[src/rtl/pllMap_pkg.sv]
// Shared types, shadow reset image, field slice map and unpack helper for the PLL configuration loader.
package pllMap_pkg;

  localparam int unsigned SHADOW_WORDS  = 8;
  localparam int unsigned WORD_W        = 32;
  localparam int unsigned ADDR_W        = 3;
  localparam int unsigned CNT_W         = 16;
  localparam int unsigned COMMIT_CNT_W  = 8;

  // CTRL (word 0) bit positions
  localparam int unsigned CTRL_PLLEN       = 0;
  localparam int unsigned CTRL_COMMIT      = 1;
  localparam int unsigned CTRL_LDO_EN      = 2;
  localparam int unsigned CTRL_BYPASS      = 3;
  localparam int unsigned CTRL_CLKPOSTDIST = 4;

  // Word index and LSB position of every packed configuration field
  localparam int unsigned W_RATIO     = 1;  localparam int unsigned L_RATIO     = 0;
  localparam int unsigned W_ZDIV0     = 1;  localparam int unsigned L_ZDIV0     = 10;
  localparam int unsigned W_ZDIV1     = 1;  localparam int unsigned L_ZDIV1     = 20;
  localparam int unsigned W_SSC_STEP  = 2;  localparam int unsigned L_SSC_STEP  = 0;
  localparam int unsigned W_SSC_EN    = 2;  localparam int unsigned L_SSC_EN    = 24;
  localparam int unsigned W_SSC_PEAK  = 3;  localparam int unsigned L_SSC_PEAK  = 0;
  localparam int unsigned W_VCOTRIM   = 3;  localparam int unsigned L_VCOTRIM   = 9;
  localparam int unsigned W_LF_RSEL   = 4;  localparam int unsigned L_LF_RSEL   = 0;
  localparam int unsigned W_LF_CSEL   = 4;  localparam int unsigned L_LF_CSEL   = 4;
  localparam int unsigned W_CP_ICTRL  = 4;  localparam int unsigned L_CP_ICTRL  = 8;
  localparam int unsigned W_LOCK_CNT  = 5;  localparam int unsigned L_LOCK_CNT  = 0;
  localparam int unsigned W_OUT_DIV   = 6;  localparam int unsigned L_OUT_DIV   = 0;
  localparam int unsigned W_PFD_DLY   = 7;  localparam int unsigned L_PFD_DLY   = 0;

  typedef logic [SHADOW_WORDS-1:0][WORD_W-1:0] pllcfg_words_t;

  typedef enum logic [1:0] {
    ST_BOOT  = 2'd0,
    ST_READY = 2'd1,
    ST_ISSUE = 2'd2,
    ST_GUARD = 2'd3
  } pllcfg_state_t;

  typedef struct packed {
    logic        en_read;
    logic        en_write;
    logic        pllen;
    logic        ldo_enable;
    logic        bypass;
    logic        clkpostdist;
    logic [9:0]  ratio;
    logic [9:0]  zdiv0_ratio;
    logic [9:0]  zdiv1_ratio;
    logic        ssc_en;
    logic [23:0] ssc_frac_step;
    logic [8:0]  ssc_cyc_to_peak_m1;
    logic [10:0] fz_vcotrim;
    logic [3:0]  lf_rsel;
    logic [3:0]  lf_csel;
    logic [4:0]  cp_ictrl;
    logic [15:0] lock_cnt;
    logic [7:0]  out_div;
    logic [3:0]  pfd_dly;
  } pllmap2pll;

  // Power-on shadow image, word 7 first
  localparam pllcfg_words_t PLLCFG_RST_WORDS = {
    32'h0000_0002,   // pfd_dly 2
    32'h0000_0001,   // out_div 1
    32'h0000_0400,   // lock_cnt 0x400
    32'h0000_0A48,   // cp_ictrl 0xA, lf_csel 4, lf_rsel 8
    32'h0007_93D8,   // fz_vcotrim 0x3C9, ssc_cyc_to_peak_m1 0x1D8
    32'h00E6_829A,   // ssc_en 0, ssc_frac_step 0xE6829A
    32'h0193_1CBC,   // zdiv1 0x19, zdiv0 0xC7, ratio 0xBC
    32'h0000_0001    // pllen 1
  };

  function automatic pllmap2pll pllcfg_unpack(input pllcfg_words_t words);
    pllmap2pll m;
    logic      unused_bits;
    m                    = '0;
    m.pllen              = words[0][CTRL_PLLEN];
    m.ldo_enable         = words[0][CTRL_LDO_EN];
    m.bypass             = words[0][CTRL_BYPASS];
    m.clkpostdist        = words[0][CTRL_CLKPOSTDIST];
    m.ratio              = words[W_RATIO][L_RATIO +: 10];
    m.zdiv0_ratio        = words[W_ZDIV0][L_ZDIV0 +: 10];
    m.zdiv1_ratio        = words[W_ZDIV1][L_ZDIV1 +: 10];
    m.ssc_frac_step      = words[W_SSC_STEP][L_SSC_STEP +: 24];
    m.ssc_en             = words[W_SSC_EN][L_SSC_EN];
    m.ssc_cyc_to_peak_m1 = words[W_SSC_PEAK][L_SSC_PEAK +: 9];
    m.fz_vcotrim         = words[W_VCOTRIM][L_VCOTRIM +: 11];
    m.lf_rsel            = words[W_LF_RSEL][L_LF_RSEL +: 4];
    m.lf_csel            = words[W_LF_CSEL][L_LF_CSEL +: 4];
    m.cp_ictrl           = words[W_CP_ICTRL][L_CP_ICTRL +: 5];
    m.lock_cnt           = words[W_LOCK_CNT][L_LOCK_CNT +: 16];
    m.out_div            = words[W_OUT_DIV][L_OUT_DIV +: 8];
    m.pfd_dly            = words[W_PFD_DLY][L_PFD_DLY +: 4];
    // Reserved shadow bits are stored but carry no field
    unused_bits = ^{words[0][31:5], words[0][CTRL_COMMIT], words[1][31:30],
                    words[2][31:25], words[3][31:20], words[4][31:13],
                    words[5][31:16], words[6][31:8], words[7][31:4]};
    return m;
  endfunction

  localparam pllmap2pll PLLMAP_RST = pllcfg_unpack(PLLCFG_RST_WORDS);

endpackage

[src/rtl/pllcfg_guard_cnt.sv]
// Loadable down-counter that times both the boot hold-off and the post-issue settle window.
module pllcfg_guard_cnt
  import pllMap_pkg::*;
#(
  parameter int unsigned W       = CNT_W,
  parameter int unsigned RST_VAL = 3
) (
  input  logic         clk,
  input  logic         rst_n,
  input  logic         i_load,
  input  logic [W-1:0] i_load_val,
  output logic         o_zero_c
);

  logic [W-1:0] r_cnt;

  // Saturates at zero so an idle counter stays expired
  always_ff @(posedge clk or negedge rst_n) begin
    if (!rst_n) begin
      r_cnt <= W'(RST_VAL);
    end else if (i_load) begin
      r_cnt <= i_load_val;
    end else if (r_cnt != '0) begin
      r_cnt <= r_cnt - W'(1);
    end
  end

  assign o_zero_c = (r_cnt == '0);

endmodule

[src/rtl/pll_cfg_loader.sv]
// Shadow-register loader that issues PLL configuration to the PLL map core with boot and guard hold-offs.
// Optional readback port is enabled by defining PLLCFG_READBACK_EN.
module pll_cfg_loader
  import pllMap_pkg::*;
#(
  parameter int unsigned BOOT_CYC  = 4,
  parameter int unsigned GUARD_CYC = 3
) (
  input  logic                    clk,
  input  logic                    rst_n,
  input  logic                    wr_valid,
  output logic                    wr_ready,
  input  logic [ADDR_W-1:0]       wr_addr,
  input  logic [WORD_W-1:0]       wr_data,
  output logic                    valid_o,
  output pllmap2pll               pllmap_o,
  output logic                    busy_o,
  output logic [COMMIT_CNT_W-1:0] commit_cnt_o
`ifdef PLLCFG_READBACK_EN
  ,
  input  logic                    rd_en,
  input  logic [ADDR_W-1:0]       rd_addr,
  output logic [WORD_W-1:0]       rd_data
`endif
);

  localparam logic [WORD_W-1:0] COMMIT_MASK = WORD_W'(1) << CTRL_COMMIT;
  localparam logic [CNT_W-1:0]  GUARD_LOAD  = CNT_W'(GUARD_CYC - 1);

  pllcfg_state_t            r_state;
  pllcfg_words_t            r_shadow;
  pllmap2pll                r_pllmap;
  logic                     r_wr_ready;
  logic                     r_valid;
  logic                     r_busy;
  logic [COMMIT_CNT_W-1:0]  r_commit_cnt;

  logic                     w_accept;
  logic                     w_ctrl_wr;
  logic                     w_commit;
  logic                     w_pllen_chg;
  logic                     w_issue;
  logic [WORD_W-1:0]        w_ctrl_new;
  pllcfg_words_t            w_issue_words;
  pllmap2pll                w_issue_map;
  logic                     w_cnt_load;
  logic                     w_cnt_zero;

  assign w_accept    = wr_valid & r_wr_ready;
  assign w_ctrl_wr   = w_accept && (wr_addr == ADDR_W'(0));
  assign w_commit    = wr_data[CTRL_COMMIT];
  assign w_ctrl_new  = wr_data & ~COMMIT_MASK;
  assign w_pllen_chg = wr_data[CTRL_PLLEN] != r_shadow[0][CTRL_PLLEN];
  assign w_issue     = w_ctrl_wr && (w_commit || w_pllen_chg);
  assign w_cnt_load  = (r_state == ST_ISSUE);

  // Issue image uses the incoming CTRL word alongside the stored field words
  always_comb begin
    w_issue_words          = r_shadow;
    w_issue_words[0]       = w_ctrl_new;
    w_issue_map            = pllcfg_unpack(w_issue_words);
    w_issue_map.en_read    = 1'b0;
    w_issue_map.en_write   = w_commit;
  end

  pllcfg_guard_cnt #(
    .W       (CNT_W),
    .RST_VAL (BOOT_CYC - 1)
  ) u_guard_cnt (
    .clk        (clk),
    .rst_n      (rst_n),
    .i_load     (w_cnt_load),
    .i_load_val (GUARD_LOAD),
    .o_zero_c   (w_cnt_zero)
  );

  always_ff @(posedge clk or negedge rst_n) begin
    if (!rst_n) begin
      r_state      <= ST_BOOT;
      r_shadow     <= PLLCFG_RST_WORDS;
      r_pllmap     <= PLLMAP_RST;
      r_wr_ready   <= 1'b0;
      r_valid      <= 1'b0;
      r_busy       <= 1'b1;
      r_commit_cnt <= '0;
    end else begin
      r_valid <= 1'b0;
      case (r_state)
        ST_BOOT: begin
          if (w_cnt_zero) begin
            r_state    <= ST_READY;
            r_wr_ready <= 1'b1;
            r_busy     <= 1'b0;
          end
        end
        ST_READY: begin
          if (w_accept) begin
            if (wr_addr == ADDR_W'(0)) begin
              r_shadow[0] <= w_ctrl_new;
            end else begin
              r_shadow[wr_addr] <= wr_data;
            end
          end
          if (w_issue) begin
            r_state    <= ST_ISSUE;
            r_wr_ready <= 1'b0;
            r_busy     <= 1'b1;
            r_valid    <= 1'b1;
            r_pllmap   <= w_issue_map;
            if (w_commit) begin
              r_commit_cnt <= r_commit_cnt + COMMIT_CNT_W'(1);
            end
          end
        end
        ST_ISSUE: begin
          r_state           <= ST_GUARD;
          r_pllmap.en_write <= 1'b0;
        end
        ST_GUARD: begin
          if (w_cnt_zero) begin
            r_state    <= ST_READY;
            r_wr_ready <= 1'b1;
            r_busy     <= 1'b0;
          end
        end
        default: begin
          r_state <= ST_BOOT;
        end
      endcase
    end
  end

  assign wr_ready     = r_wr_ready;
  assign valid_o      = r_valid;
  assign pllmap_o     = r_pllmap;
  assign busy_o       = r_busy;
  assign commit_cnt_o = r_commit_cnt;

`ifdef PLLCFG_READBACK_EN
  logic [WORD_W-1:0] r_rd_data;

  // Commit is never stored, mask kept so the read value is explicit
  always_ff @(posedge clk or negedge rst_n) begin
    if (!rst_n) begin
      r_rd_data <= '0;
    end else if (rd_en) begin
      r_rd_data <= (rd_addr == ADDR_W'(0)) ? (r_shadow[0] & ~COMMIT_MASK) : r_shadow[rd_addr];
    end
  end

  assign rd_data = r_rd_data;
`endif

endmodule

[config.mk]
export PLATFORM = sky130hd
export DESIGN_NAME = pll_cfg_loader
export DESIGN_NICKNAME = d
export VERILOG_FILES = /design/src/rtl/pllMap_pkg.sv /design/src/rtl/pllcfg_guard_cnt.sv /design/src/rtl/pll_cfg_loader.sv
export SDC_FILE = /design/constraint.sdc
export NUM_CORES = 1
export LEC_CHECK = 0
export ABC_CLOCK_PERIOD_IN_PS = 2600
export CAP_MARGIN = 5
export CORE_MARGIN = 8
export CORE_UTILIZATION = 53
export CTS_CLUSTER_DIAMETER = 200
export DETAILED_ROUTE_END_ITERATION = 7
export PLACE_DENSITY = 0.78
export SYNTH_ARGS = -nofsm -noshare
export SYNTH_HDL_FRONTEND = slang
export SYNTH_SLANG_ARGS = --single-unit
[constraint.sdc]
create_clock -name clk -period 2.6 [get_ports clk]
set_clock_uncertainty 0.05 [all_clocks]
set_input_delay 0.26 -clock clk [delete_from_list [all_inputs] [get_ports clk]]
set_output_delay 0.26 -clock clk [all_outputs]
set_load 0.01 [all_outputs]
==> flow_summary.json <==
{
  "syn_nets": 707,
  "wirelength_um": 22700,
  "synth_edf_count": 0,
  "fp.dieW_um": 157,
  "grt_pass1_wl_um": 36700,
  "drt_iter0_markers": 218,
  "slew_headroom_pct": 50.7,
  "timing.max_cap.violations": 0,
  "hold_viol_final": 0,
  "drv_slew": 0,
  "gp_congestion": 0.756,
  "num_rows": 51,
  "wl_per_cell_um": 19.9,
  "min_path_type": "in2async",
  "fin_nets": 894,
  "gr-total-overflow": 0,
  "fin_area_um2": 13600,
  "clock_sinks": 267,
  "cp.arrival_ns": 2.61,
  "cts_tree": "done",
  "worst_slack_ns": 0.372,
  "die-area_um2": 24500,
  "swShare_pct": 23.5,
  "vias": 6115,
  "multiInputGateArea_um2": 3540,
  "drt-vias-per-instance": 5.38,
  "die_h_um": 157,
  "numPortBuffers": 167,
  "p_clk_share_pct": 39.0,
  "dpl.hpwl_um": 15400,
  "ys_types": 41,
  "max_freq_mhz": 449,
  "p_comb_share_pct": 12.6,
  "drive_gt1_share_pct": 46.8,
  "cp.required_ns": 2.98,
  "ys_seq_area_share_pct": 64.8,
  "cts_hold_buffers": 1,
  "grt_pass1_vias": 6839,
  "intPower_mw": 8.21,
  "core_area_um2": 19500,
  "io_pins": 171,
  "ant_nets": 0,
  "seq_area_um2": 6790,
  "fillers": 1305,
  "grt_start_max_net_pins": 92,
  "dr.pass1.iters": 4,
  "critical_path_class": "reg2reg",
  "place_inst": 1087,
  "status": "completed",
  "ys.flop_type": "dfrtp_1",
  "placed_cell_area_um2": 12600,
  "p_leak_nw": 6.15,
  "syn-cell-area_um2": 10500,
  "cts.htree.levels": 1,
  "cts_root_buf": "clkbuf_16",
  "finalCriticalPeriod_ns": 2.23,
  "fin_setup_tns_ns": 0,
  "p_switching_mw": 2.53,
  "cts_buffers": 27,
  "drc": 0,
  "clk_latency_ns": 0.51,
  "rsz0062_at_grt": "no",
  "clockBufferDepth": 3,
  "initial_utilization_pct": 53.8,
  "setup_violations": 0,
  "fin_crit_sh_pct": 85.7,
  "antenna_found_initial": 0,
  "preCtsSetupSlack_ns": 0.340,
  "async_flop_share_pct": 100,
  "cts_resized": 0,
  "peakVddDrop_uv": 569,
  "fin_util_pct": 69.7,
  "area_growth_pct": 29.5,
  "sequentialPowerShare_pct": 48.4,
  "synth_cells": 665,
  "tightest_slew_ns": 0.739,
  "powerDensity_nw_per_um2": 791,
  "syn-mean-instance-area_um2": 15.8,
  "path_clk_slew_ns": 0.06,
  "yosys_register_bits": 267,
  "setup.worst_path.start_class": "register",
  "end_kind": "register",
  "finalNonFillerCells": 1137,
  "crit_fanout": 10,
  "num_antenna_cells": 0,
  "grt_usage_pct": 18.7,
  "post-cts-setup-buffer-count": 0,
  "synth_warnings": 0
}
-- logic make-up after synthesis --
family | Yosys count | synth area share [%]
flops | 267 | 64.8
buf+inv | 34 | 1.64
other cells | 1 | 0.0358
mux | 240 | 25.8
fa+ha+maj | 4 | 0.478
xor+xnor | 11 | 0.920
simple gates | 72 | 4.08
compound gates | 36 | 2.21
-- final timing paths --
kind | start | end | slack, ns | cells after the start
worst max-delay path | r_state[1] | commit_cnt_o[7] | 0.37 | 6
worst min-delay path | rst_n | r_shadow[169] | 0.28 | 2
worst max register to register | r_state[1] | commit_cnt_o[7] | 0.37 | 6
worst min register to register | r_shadow[33] | r_shadow[33] | 0.45 | 1
max in group asynchronous | rst_n | r_shadow[99] | 1.32 | 3
min in group clk | wr_data[28] | r_shadow[60] | 0.31 | 2
-- sequential cells by signal, summed over array words and instances, names as in the netlist --
name / cells
commit_cnt_o: 8
r_state: 2
busy_o: 1
wr_ready: 1
u_guard_cnt.r_cnt: 16
r_shadow: 117
valid_o: 1
pllmap_o: 121
-- synthesized netlist by cell type, types with 2 or more instances --
cell type  number  area (um^2)
or3_1           6         37.5
inv_1           6         22.5
buf_4           5         37.5
nor4_2          4         50.1
clkbuf_1        3         11.3
a21oi_1        15         75.1
ha_1            4         50.1
nand2_1        11         41.3
buf_2          20          100
a21o_1          5         37.5
nor3_1          6         30.0
dfstp_2        89         2340
xor2_1          6         52.6
nand3b_1        3         22.5
or4_1           2         15.0
dfrtp_1       178         4450
nor2b_1         2         12.5
nand4_1         4         25.0
xnor2_1         5         43.8
nor2_1         13         48.8
o31ai_1         3         22.5
nor4_1          2         12.5
o21ai_0         6         30.0
nand3_1         6         30.0
mux2_2        240         2700
nand2b_1        6         37.5
-- power groups by stage --
stage	clock network (mW)	registers, mW	logic, mW
CTS	4.28	5.19	1.37
detailed placement	0	5.26	1.37
global route	4.45	5.26	1.50
finish	4.18	5.19	1.36
floorplan	0	5.19	0.810
global placement	0	5.20	1.28
-- per-stage QoR --
step / hold slack (ns) / total power [mW]
finish: 0.280 / 10.7
global route: 0.292 / 11.2
global placement: 0.258 / 6.48
floorplan: -0.0856 / 6.00
CTS: 0.288 / 10.8
detailed placement: 0.264 / 6.62
-- final cells by class --
class	instances	area share (%)
inverter	6	0.166
sequential	267	50.1
clock inverter	15	1.72
timing repair buffer	186	14.0
multi-input combinational	364	26.1
clock buffer	34	5.54
tap	265	2.44
-- per-layer routing --
layer | vias up | wire length, um | GRT usage (%)
met5 | - | 0 | 0
met4 | 0 | 339 | 4.26
met3 | 30 | 1460 | 5.27
met2 | 133 | 12000 | 33.4
met1 | 3221 | 8820 | 21.9
li1 | 2731 | - | -
-- cells in the final DEF (no fill, tap or decap), types with 2 or more instances in the layout --
master and n:
nand4_1 4, o31ai_1 3, clkdlybuf4s50_1 166, nand3b_1 3, clkinv_2 6, inv_1 6
a21oi_1 15, a21o_1 5, dfrtp_1 178, dfstp_2 89, nor4_2 4, nand3_1 6
nand2_1 11, buf_4 12, nor4_1 2, xnor2_1 5, clkbuf_16 27, mux2_2 240
nor2_2 2, nor2b_1 2, clkbuf_8 5, nand2b_1 6, o21ai_0 6, or3_1 6
buf_12 6, or4_1 2, nor2_1 10, xor2_1 6, ha_1 4, nor3_1 5
bufinv_16 6, clkinvlp_4 3, clkbuf_1 2
-- worst max-delay path, cell delays in order (launching register included) --
cell and delay (ns):
dfrtp_1 0.39, inv_1 0.08, ha_1 0.33, and4b_1 0.35
nand3_1 0.28, nor4_1 0.46, xor2_1 0.20
Power figures use the tool's default switching activity.
